[config.mk]
export PLATFORM = sky130hd
export DESIGN_NAME = pipe_hazard_unit
export DESIGN_NICKNAME = d
export VERILOG_FILES = /design/src/rtl/core_pkg.sv /design/src/rtl/hazard_fwd_sel.sv /design/src/rtl/pipe_hazard_unit.sv
export SDC_FILE = /design/constraint.sdc
export NUM_CORES = 1
export LEC_CHECK = 0
export BUFFER_PORTS_ARGS = -buffer_cell sky130_fd_sc_hd__buf_4
export CAP_MARGIN = 20
export CORE_ASPECT_RATIO = 1.2
export CORE_MARGIN = 2
export CORE_UTILIZATION = 55
export DETAILED_ROUTE_END_ITERATION = 16
export GPL_TIMING_DRIVEN = 0
export PLACE_DENSITY = 0.89
export SYNTH_ARGS = -nofsm -noshare
export SYNTH_HDL_FRONTEND = slang
export SYNTH_SLANG_ARGS = --single-unit
export TNS_END_PERCENT = 20
[constraint.sdc]
create_clock -name clk -period 4.85 [get_ports clk]
set_clock_uncertainty 0.1 [all_clocks]
set_input_delay 0.97 -clock clk [delete_from_list [all_inputs] [get_ports clk]]
set_output_delay 0.97 -clock clk [all_outputs]
set_load 0.01 [all_outputs]
[src/rtl/core_pkg.sv]
// Shared pipeline definitions: register-index width, forward-select codes,
// and the shadow entry tracked for each of EX/MEM/WB.
package core_pkg;

   localparam int unsigned REG_AW_DEF = 5;

   typedef enum logic [1:0] {
      FWD_RF  = 2'b00,
      FWD_WB  = 2'b01,
      FWD_MEM = 2'b10
   } fwd_sel_e;

   typedef struct packed {
      logic                  valid;
      logic [REG_AW_DEF-1:0] rd;
      logic [REG_AW_DEF-1:0] rs1;
      logic [REG_AW_DEF-1:0] rs2;
      logic                  reg_write;
      logic                  mem_read;
   } shadow_t;

   // x0 is hardwired, so an entry targeting it never produces a hazard.
   function automatic logic is_writer(shadow_t e);
      return e.valid && e.reg_write && (e.rd != '0);
   endfunction

endpackage

[src/rtl/hazard_fwd_sel.sv]
// Forward-select for one EX operand: the younger MEM writer wins over WB.
module hazard_fwd_sel
   import core_pkg::*;
#(
   parameter int unsigned REG_AW = REG_AW_DEF
) (
   input  logic [REG_AW-1:0] rs,
   input  logic              mem_wr,
   input  logic [REG_AW-1:0] mem_rd,
   input  logic              wb_wr,
   input  logic [REG_AW-1:0] wb_rd,
   output logic [1:0]        sel
);

   always_comb begin
      sel = FWD_RF;
      if (mem_wr && (mem_rd == rs)) begin
         sel = FWD_MEM;
      end else if (wb_wr && (wb_rd == rs)) begin
         sel = FWD_WB;
      end
   end

endmodule

[src/rtl/pipe_hazard_unit.sv]
// Hazard/sequencing controller: shadows EX/MEM/WB, issues stall/flush/bubble
// controls and forward selects, and keeps retire/stall/flush counters.
module pipe_hazard_unit
   import core_pkg::*;
#(
   parameter int unsigned REG_AW = REG_AW_DEF,
   parameter int unsigned CNT_W  = 32,
   parameter bit          FWD_EN = 1'b1
) (
   input  logic              clk,
   input  logic              start,
   input  logic              id_valid,
   input  logic [REG_AW-1:0] id_rs1,
   input  logic [REG_AW-1:0] id_rs2,
   input  logic              id_use_rs1,
   input  logic              id_use_rs2,
   input  logic [REG_AW-1:0] id_rd,
   input  logic              id_regWrite,
   input  logic              id_memRead,
   input  logic              ex_branch_taken,
   output logic              pc_en,
   output logic              ifid_en,
   output logic              ifid_flush,
   output logic              idex_bubble,
   output logic [1:0]        fwd_a,
   output logic [1:0]        fwd_b,
   output logic              wb_byp_a,
   output logic              wb_byp_b,
   output logic [CNT_W-1:0]  retired_cnt,
   output logic [CNT_W-1:0]  stall_cnt,
   output logic [CNT_W-1:0]  flush_cnt
);

   shadow_t    ex_q, mem_q, wb_q, id_ent;
   logic       ex_wr, mem_wr, wb_wr;
   logic       ex_hit, mem_hit, load_use, raw_stall, stall;
   logic [1:0] sel_a, sel_b;
   logic       unused_fields;

   assign id_ent = '{valid: 1'b1, rd: id_rd, rs1: id_rs1, rs2: id_rs2,
                     reg_write: id_regWrite, mem_read: id_memRead};

   assign ex_wr  = is_writer(ex_q);
   assign mem_wr = is_writer(mem_q);
   assign wb_wr  = is_writer(wb_q);

   assign ex_hit  = ex_wr && ((id_use_rs1 && (id_rs1 == ex_q.rd)) ||
                              (id_use_rs2 && (id_rs2 == ex_q.rd)));
   assign mem_hit = mem_wr && ((id_use_rs1 && (id_rs1 == mem_q.rd)) ||
                               (id_use_rs2 && (id_rs2 == mem_q.rd)));

   // With forwarding only a load in EX is unresolvable; without it, any
   // EX/MEM producer blocks ID until it reaches WB (covered by wb_byp).
   assign load_use  = FWD_EN && id_valid && ex_hit && ex_q.mem_read;
   assign raw_stall = !FWD_EN && id_valid && (ex_hit || mem_hit);
   assign stall     = load_use || raw_stall;

   always_comb begin
      pc_en       = 1'b1;
      ifid_en     = 1'b1;
      ifid_flush  = 1'b0;
      idex_bubble = 1'b0;
      if (ex_branch_taken) begin
         ifid_flush  = 1'b1;
         idex_bubble = 1'b1;
      end else if (stall) begin
         pc_en       = 1'b0;
         ifid_en     = 1'b0;
         idex_bubble = 1'b1;
      end
   end

   hazard_fwd_sel #(.REG_AW(REG_AW)) u_sel_a (
      .rs     (ex_q.rs1),
      .mem_wr (mem_wr),
      .mem_rd (mem_q.rd),
      .wb_wr  (wb_wr),
      .wb_rd  (wb_q.rd),
      .sel    (sel_a)
   );

   hazard_fwd_sel #(.REG_AW(REG_AW)) u_sel_b (
      .rs     (ex_q.rs2),
      .mem_wr (mem_wr),
      .mem_rd (mem_q.rd),
      .wb_wr  (wb_wr),
      .wb_rd  (wb_q.rd),
      .sel    (sel_b)
   );

   assign fwd_a = FWD_EN ? sel_a : FWD_RF;
   assign fwd_b = FWD_EN ? sel_b : FWD_RF;

   assign wb_byp_a = wb_wr && id_use_rs1 && (wb_q.rd == id_rs1);
   assign wb_byp_b = wb_wr && id_use_rs2 && (wb_q.rd == id_rs2);

   assign unused_fields = ^{mem_q.rs1, mem_q.rs2, mem_q.mem_read,
                            wb_q.rs1, wb_q.rs2, wb_q.mem_read};

   always_ff @(posedge clk or negedge start) begin
      if (!start) begin
         ex_q        <= '0;
         mem_q       <= '0;
         wb_q        <= '0;
         retired_cnt <= '0;
         stall_cnt   <= '0;
         flush_cnt   <= '0;
      end else begin
         wb_q        <= mem_q;
         mem_q       <= ex_q;
         ex_q        <= (id_valid && !idex_bubble) ? id_ent : '0;
         retired_cnt <= retired_cnt + CNT_W'(wb_q.valid);
         stall_cnt   <= stall_cnt + CNT_W'(!pc_en);
         flush_cnt   <= flush_cnt + CNT_W'(ex_branch_taken);
      end
   end

endmodule
==> run metrics, run 1 <==
outcome finished, final reports clean; Starting Density 55.7%; part of the cycle the worst path needs 73.1%; Buf+Inv Stages, Crit Path 4; slowest stage cell, crit path clkbuf_1; fmax 282 MHz; Post-Layout Inst Area 7540 um^2; Area after DPL 6960 um^2; largest net degree at the start of global routing 84; Global Route Usage Sum 22.8%; vias in the first global route 4282; GPL Wtd Cong 0.906; hold_buf cts 0; share of cells above drive strength 1 27.4%; Clock Tree Buf Depth 2; Post-Syn Instances 501; final hold vios 0; via count 4359; final core utilization 72.4%; TritonRoute pass-1 iters 5; final setup fails 0; post-detailed-route count of antenna-violating nets 0; post-synth net total 530; WP data arrival 2470 ps; CP Class primary input to output port; CP top delay family buffers and inverters; Overflow after GRT 0; I/O Buffers 128; Startpoint Class primary input; die height 117 um; clock-pin slew on the worst setup and hold paths 50 ps; final setup TNS 0 ps; clk_lat worst skew 410 ps; H-tree depth 4; CP endpoint kind output port; final WL 12.8 mm; IO Count 129; most used flip-flop cell after synthesis dfrtp_1; commonest non-fill, non-tap cells in the layout buf_4 (130), dfrtp_1 (128), xnor2_1 (101), nand3_1 (46), nand2_1 (44); total core area 10400 um^2; synth warn 0; hpwl dp 9.05 mm; # nets final 678; Iteration-0 DRC Markers 158; power density cells 361 nW/um^2; area growth from synthesis to layout 29.8%; CP peak stage delay 390 ps; Register Area 3200 um^2; EDFF count, synth 0; RSZ-0062 raised after global routing no; crit-path max FO 10; worst slew pin tran 780 ps; post-synthesis sequential element count 128; Seq/Total Area, Yosys 55.2%; Unique masters post-synth 32; CP required 3780 ps; Max IR drop VDD 0.299 mV; Post-CTS Resized 0; n_diodes 0; Max transition margin 47.6%; CTS sink count 128; die area 11400 um^2; num rows 41; CP dominant cell by count buf_4; initial antenna violation count 0; Synth Area per Inst 11.6 um^2; Multi-input gate area 2500 um^2; Post-Syn Area 5800 um^2; most common cell after layout, fill and taps aside buf_4; CP Cell Sequence buf_4, xnor2_1, nand4_1, o22ai_1, clkbuf_1, nand3b_1, buf_4, buf_4; Final Max Slew Viols 0; Async S/R FF share, synth 100%; Vias/cell 5.52; CTS tree built; root buf cell clkbuf_16; Hold/Removal Path Class register to register; static leakage 3.65 nW; post-layout min period 3540 ps; global-route wire length before repair 20.7 mm; post-DR wirelength/cell 16.2 um; total CTS buffers 17; die width 97.8 um; drt drc 0; fillcell total 724; max_cap viols 0; Post-CTS Setup Repair Bufs 0
registers in the layout (all words and copies together), names as in the netlist:
signal and flops:
mem_q 7, flush_cnt 32, wb_q 7, ex_q 18
retired_cnt 32, stall_cnt 32
kinds of logic after synthesis:
kind of cell,count (synthesis),synth area share [%]
compound gates,23,2.35
xor+xnor,130,19.6
fa+ha+maj,6,1.29
buf+inv,22,1.72
flops,128,55.2
simple gates,192,19.8
cells in the mapped netlist, types with 2 or more instances:
| library cell | instances | area share, % |
|---|---|---|
| a21oi_1 | 18 | 1.6 |
| and2_1 | 3 | 0.32 |
| and3_1 | 13 | 1.4 |
| and4_1 | 11 | 1.7 |
| buf_2 | 3 | 0.26 |
| buf_4 | 3 | 0.39 |
| clkbuf_1 | 9 | 0.58 |
| clkbuf_2 | 2 | 0.17 |
| dfrtp_1 | 128 | 55 |
| ha_1 | 6 | 1.3 |
| inv_1 | 5 | 0.32 |
| nand2_1 | 44 | 2.8 |
| nand3_1 | 46 | 4.0 |
| nand4_1 | 36 | 3.9 |
| nor2_1 | 10 | 0.65 |
| nor3_1 | 7 | 0.60 |
| nor4_1 | 4 | 0.43 |
| nor4_2 | 3 | 0.65 |
| nor4_4 | 5 | 1.8 |
| o211ai_2 | 2 | 0.43 |
| or4_1 | 4 | 0.52 |
| xnor2_1 | 101 | 15 |
| xor2_1 | 29 | 4.4 |
area by class of cell:
type,count,area share [%]
multi-input combinational,351,33.2
buffer,17,1.08
sequential,128,42.5
timing repair buffer,129,13.2
tap,129,2.14
inverter,5,0.249
clock buffer,18,5.83
clock inverter,13,1.84
per-stage QoR:
| step | cells | power (W) | hold slack [ps] | setup WS [ps] |
|---|---|---|---|---|
| 5_1_grt | 790 | 0.00282 | 302 | 1200 |
| 2_1_floorplan | 501 | 0.00134 | 253 | 1740 |
| 6_report | 790 | 0.00272 | 286 | 1310 |
| 3_3_place_gp | 758 | 0.00148 | 264 | 1280 |
| 3_5_place_dp | 759 | 0.00150 | 273 | 1160 |
| 4_1_cts | 790 | 0.00274 | 285 | 1300 |
path summary, 6_finish.rpt:
| path | start | end | slack, ps | depth (start not counted) |
|---|---|---|---|---|
| setup / recovery | id_rs1[2] | pc_en | 1310 | 8 |
| hold / removal | ex_q[17] | mem_q[17] | 290 | 0 |
| setup reg to reg | ex_q[14] | stall_cnt[26] | 1740 | 10 |
| hold reg to reg | ex_q[17] | mem_q[17] | 290 | 0 |
| max in group asynchronous | start | ex_q[13] | 3520 | 2 |
| min in group asynchronous | start | stall_cnt[20] | 380 | 1 |
where the power goes:
group / internal, W / leakage, nW / switching (W)
Combinational: 0.000137 / 1.63 / 0.000134
Sequential: 0.00113 / 1.74 / 0.0000812
Clock: 0.000767 / 0.271 / 0.000469
Total: 0.00203 / 3.65 / 0.000683
layer usage:
layer	up-vias	share of wire, %	global-route usage (%)
met4	0	1.5	8.52
met1	2156	40	27.9
met2	145	53	40.2
li1	2040	-	-
met3	18	4.9	4.55
met5	-	0	0
Note: power is estimated with default switching activity, not from simulation.
==> run 2: changes to the inputs <==
Settings changed: ABC_AREA from default to 1, PLACE_DENSITY 0.89 to 0.88.
Clock period 4.85 ns to 3.6 ns, I/O delays scaled along.
==> run metrics, run 2 <==
WP data arrival 2940 ps (+470 ps); I/O Buffers 128 (unchanged); post-synth top area cell dfrtp_1; Reg-to-Reg Start ex_q[16]; # nets final 911 (+34%); worst r2r path cells 18 (+8); most common cell after layout, fill and taps aside nand2_1; EDFF count, synth 0 (unchanged); clk_lat worst skew 420 ps (about the same); CP Cell Sequence inv_1, nand2_1, nand2_1, nor2_1, nand3_1, nand2_1, nand2_1, nor2_1, ha_1, ha_1, nand3_1, inv_1, nand2_2, nor2_1, and2_1, nand3_1, nand2_1, nand2_1; Iteration-0 DRC Markers 242 (+53%); part of the cycle the worst path needs 75.9%; clock-pin slew on the worst setup and hold paths 50 ps (about the same); final hold vios 0 (unchanged); worst reg-to-reg setup slack 870 ps (-870 ps); Global Route Usage Sum 24.5% (+1.8 points); n_diodes 0 (unchanged); Max transition margin 62.1% (+14 points); Max IR drop VDD 0.341 mV (+14%); final setup TNS 0 ps (unchanged); Overflow after GRT 0 (unchanged); CP Class register to register; Post-Syn Instances 734 (+47%); post-synthesis sequential element count 128 (unchanged); TritonRoute pass-1 iters 5 (unchanged); num rows 43 (+4.9%); Area after DPL 7630 um^2 (+9.6%); CP endpoint kind register; Post-CTS Resized 0 (unchanged); count leader, synth nand2_1; IO Count 129 (unchanged); total core area 11500 um^2 (+11%); post-DR wirelength/cell 14.0 um (-14%); hpwl dp 10.9 mm (+20%); Async S/R FF share, synth 100% (unchanged); CTS tree built; root buf cell clkbuf_16; via count 5345 (+23%); initial antenna violation count 0 (unchanged); post-layout min period 2730 ps; H-tree depth 4 (unchanged); global-route wire length before repair 24.0 mm (+16%); share of cells above drive strength 1 21.9% (-5.5 points); final setup fails 0 (unchanged); Starting Density 55.9% (+0.17 points); die width 103 um (+5.1%); vias in the first global route 5210 (+22%); Post-CTS Setup Repair Bufs 0 (unchanged); Tot Pwr 0.00372 W (+37%); GPL Wtd Cong 0.919 (+1.4%); outcome finished, final reports clean; Clock Tree Buf Depth 2 (unchanged); die area 12600 um^2 (+10%); Hold/Removal Path Class primary input to asynchronous set/reset pin; Final Max Slew Viols 0 (unchanged); reg2reg end stall_cnt[26]; post-detailed-route count of antenna-violating nets 0 (unchanged); fmax 366 MHz; Synth Area per Inst 8.77 um^2 (-24%); Unique masters post-synth 30 (-6.3%); commonest non-fill, non-tap cells in the layout nand2_1 (166), buf_4 (130), dfrtp_1 (128), nor2_1 (109), inv_1 (82); max_cap viols 0 (unchanged); synth warn 0 (unchanged); Seq/Total Area, Yosys 49.8% (-5.4 points); Synth top cells by count nand2_1 (166), dfrtp_1 (128), nor2_1 (109); die height 123 um (+5.1%); Startpoint Class register; Min Hold Slack 170 ps (-116 ps); drt drc 0 (unchanged); CTS sink count 128 (unchanged); CP peak stage delay 380 ps (about the same); hold_buf cts 0 (unchanged); dominant cells by area after synthesis dfrtp_1 (50%), nand2_1 (9.7%), xor2_1 (8.7%), nor2_1 (6.4%), xnor2_1 (5.6%); most used flip-flop cell after synthesis dfrtp_1; crit-path max FO 4 (-6); Post-Layout Inst Area 8220 um^2 (+9.1%); RSZ-0062 raised after global routing no; worst slew pin tran 569 ps (-210 ps); CP required 3810 ps (+30 ps); CP dominant cell by count nand2_1; total CTS buffers 17 (unchanged); Synth top area share 49.8% (-5.4 points); biggest regs flush_cnt (32), retired_cnt (32), stall_cnt (32); Vias/cell 5.08 (-7.9%); post-synth net total 763 (+44%); Post-Syn Area 6440 um^2 (+11%); static leakage 4.20 nW (+15%); power density cells 453 nW/um^2 (+25%); largest net degree at the start of global routing 66 (-21%); slowest stage cell, crit path dfrtp_1; final WL 14.7 mm (+15%); area growth from synthesis to layout 27.7%
-- run 2: how the worst max path moves through the flow --
stage              start  slack (ps)  cells past startpoint             to
2_1_floorplan  id_rs1[3]        1030                     18  stall_cnt[26]
3_3_place_gp   id_rs1[3]         480                     19  stall_cnt[26]
3_5_place_dp   id_rs1[3]         440                     19  stall_cnt[26]
4_1_cts         ex_q[16]         840                     18  stall_cnt[26]
5_1_grt         ex_q[16]         500                     18  stall_cnt[26]
6_report        ex_q[16]         870                     18  stall_cnt[26]
-- run 2: routing by layer --
layer	track usage, %	share of wire, %	up-vias
li1	-	-	2601
met1	30.2	42	2530
met2	42.0	52	186
met3	4.95	4.7	28
met4	10.0	1.9	0
met5	0	0	-
-- run 2: cell families (layout without fill, tap and decap cells) --
group	after synthesis	in the layout	synth area share, %
adders and majority gates	6	6	1.17
DFF	128	128	49.8
buffers and inverters	90	251	5.54
and+or+nand+nor	399	399	28.6
AOI/OAI and AO/OA	5	5	0.428
xor gates and xnor gates	106	106	14.5
-- run 2: cell type report --
| class | count | area [um^2] |
|---|---|---|
| clock buffer | 20 | 457 |
| multi-input combinational | 516 | 2880 |
| inverter | 82 | 308 |
| buffer | 8 | 48.8 |
| fill | 883 | 3290 |
| sequential | 128 | 3200 |
| timing repair buffer | 129 | 992 |
| tap | 157 | 196 |
| clock inverter | 12 | 140 |
-- run 2: critical path, delay by kind of cell, from the launching register on --
kind          cells  cell delay (ps)
flops             1              380
buf+inv           2              210
simple gates     14             1450
fa+ha+maj         2              470
-- run 2: stage by stage --
| step | worst slack, ps | std cells | util, % |
|---|---|---|---|
| after global placement | 485 | 1019 | 66.0 |
| after CTS | 843 | 1052 | 71.4 |
| final | 867 | 1052 | 71.4 |
| after detailed placement | 445 | 1020 | 66.2 |
| after floorplan | 1030 | 734 | - |
| after global routing | 499 | 1052 | 71.4 |
-- run 2: report_power, final --
| part | switching (W) | internal [W] | total [W] |
|---|---|---|---|
| clock network | 0.000609 | 0.00111 | 0.00172 |
| logic | 0.000194 | 0.000180 | 0.000374 |
| registers | 0.0000993 | 0.00153 | 0.00162 |
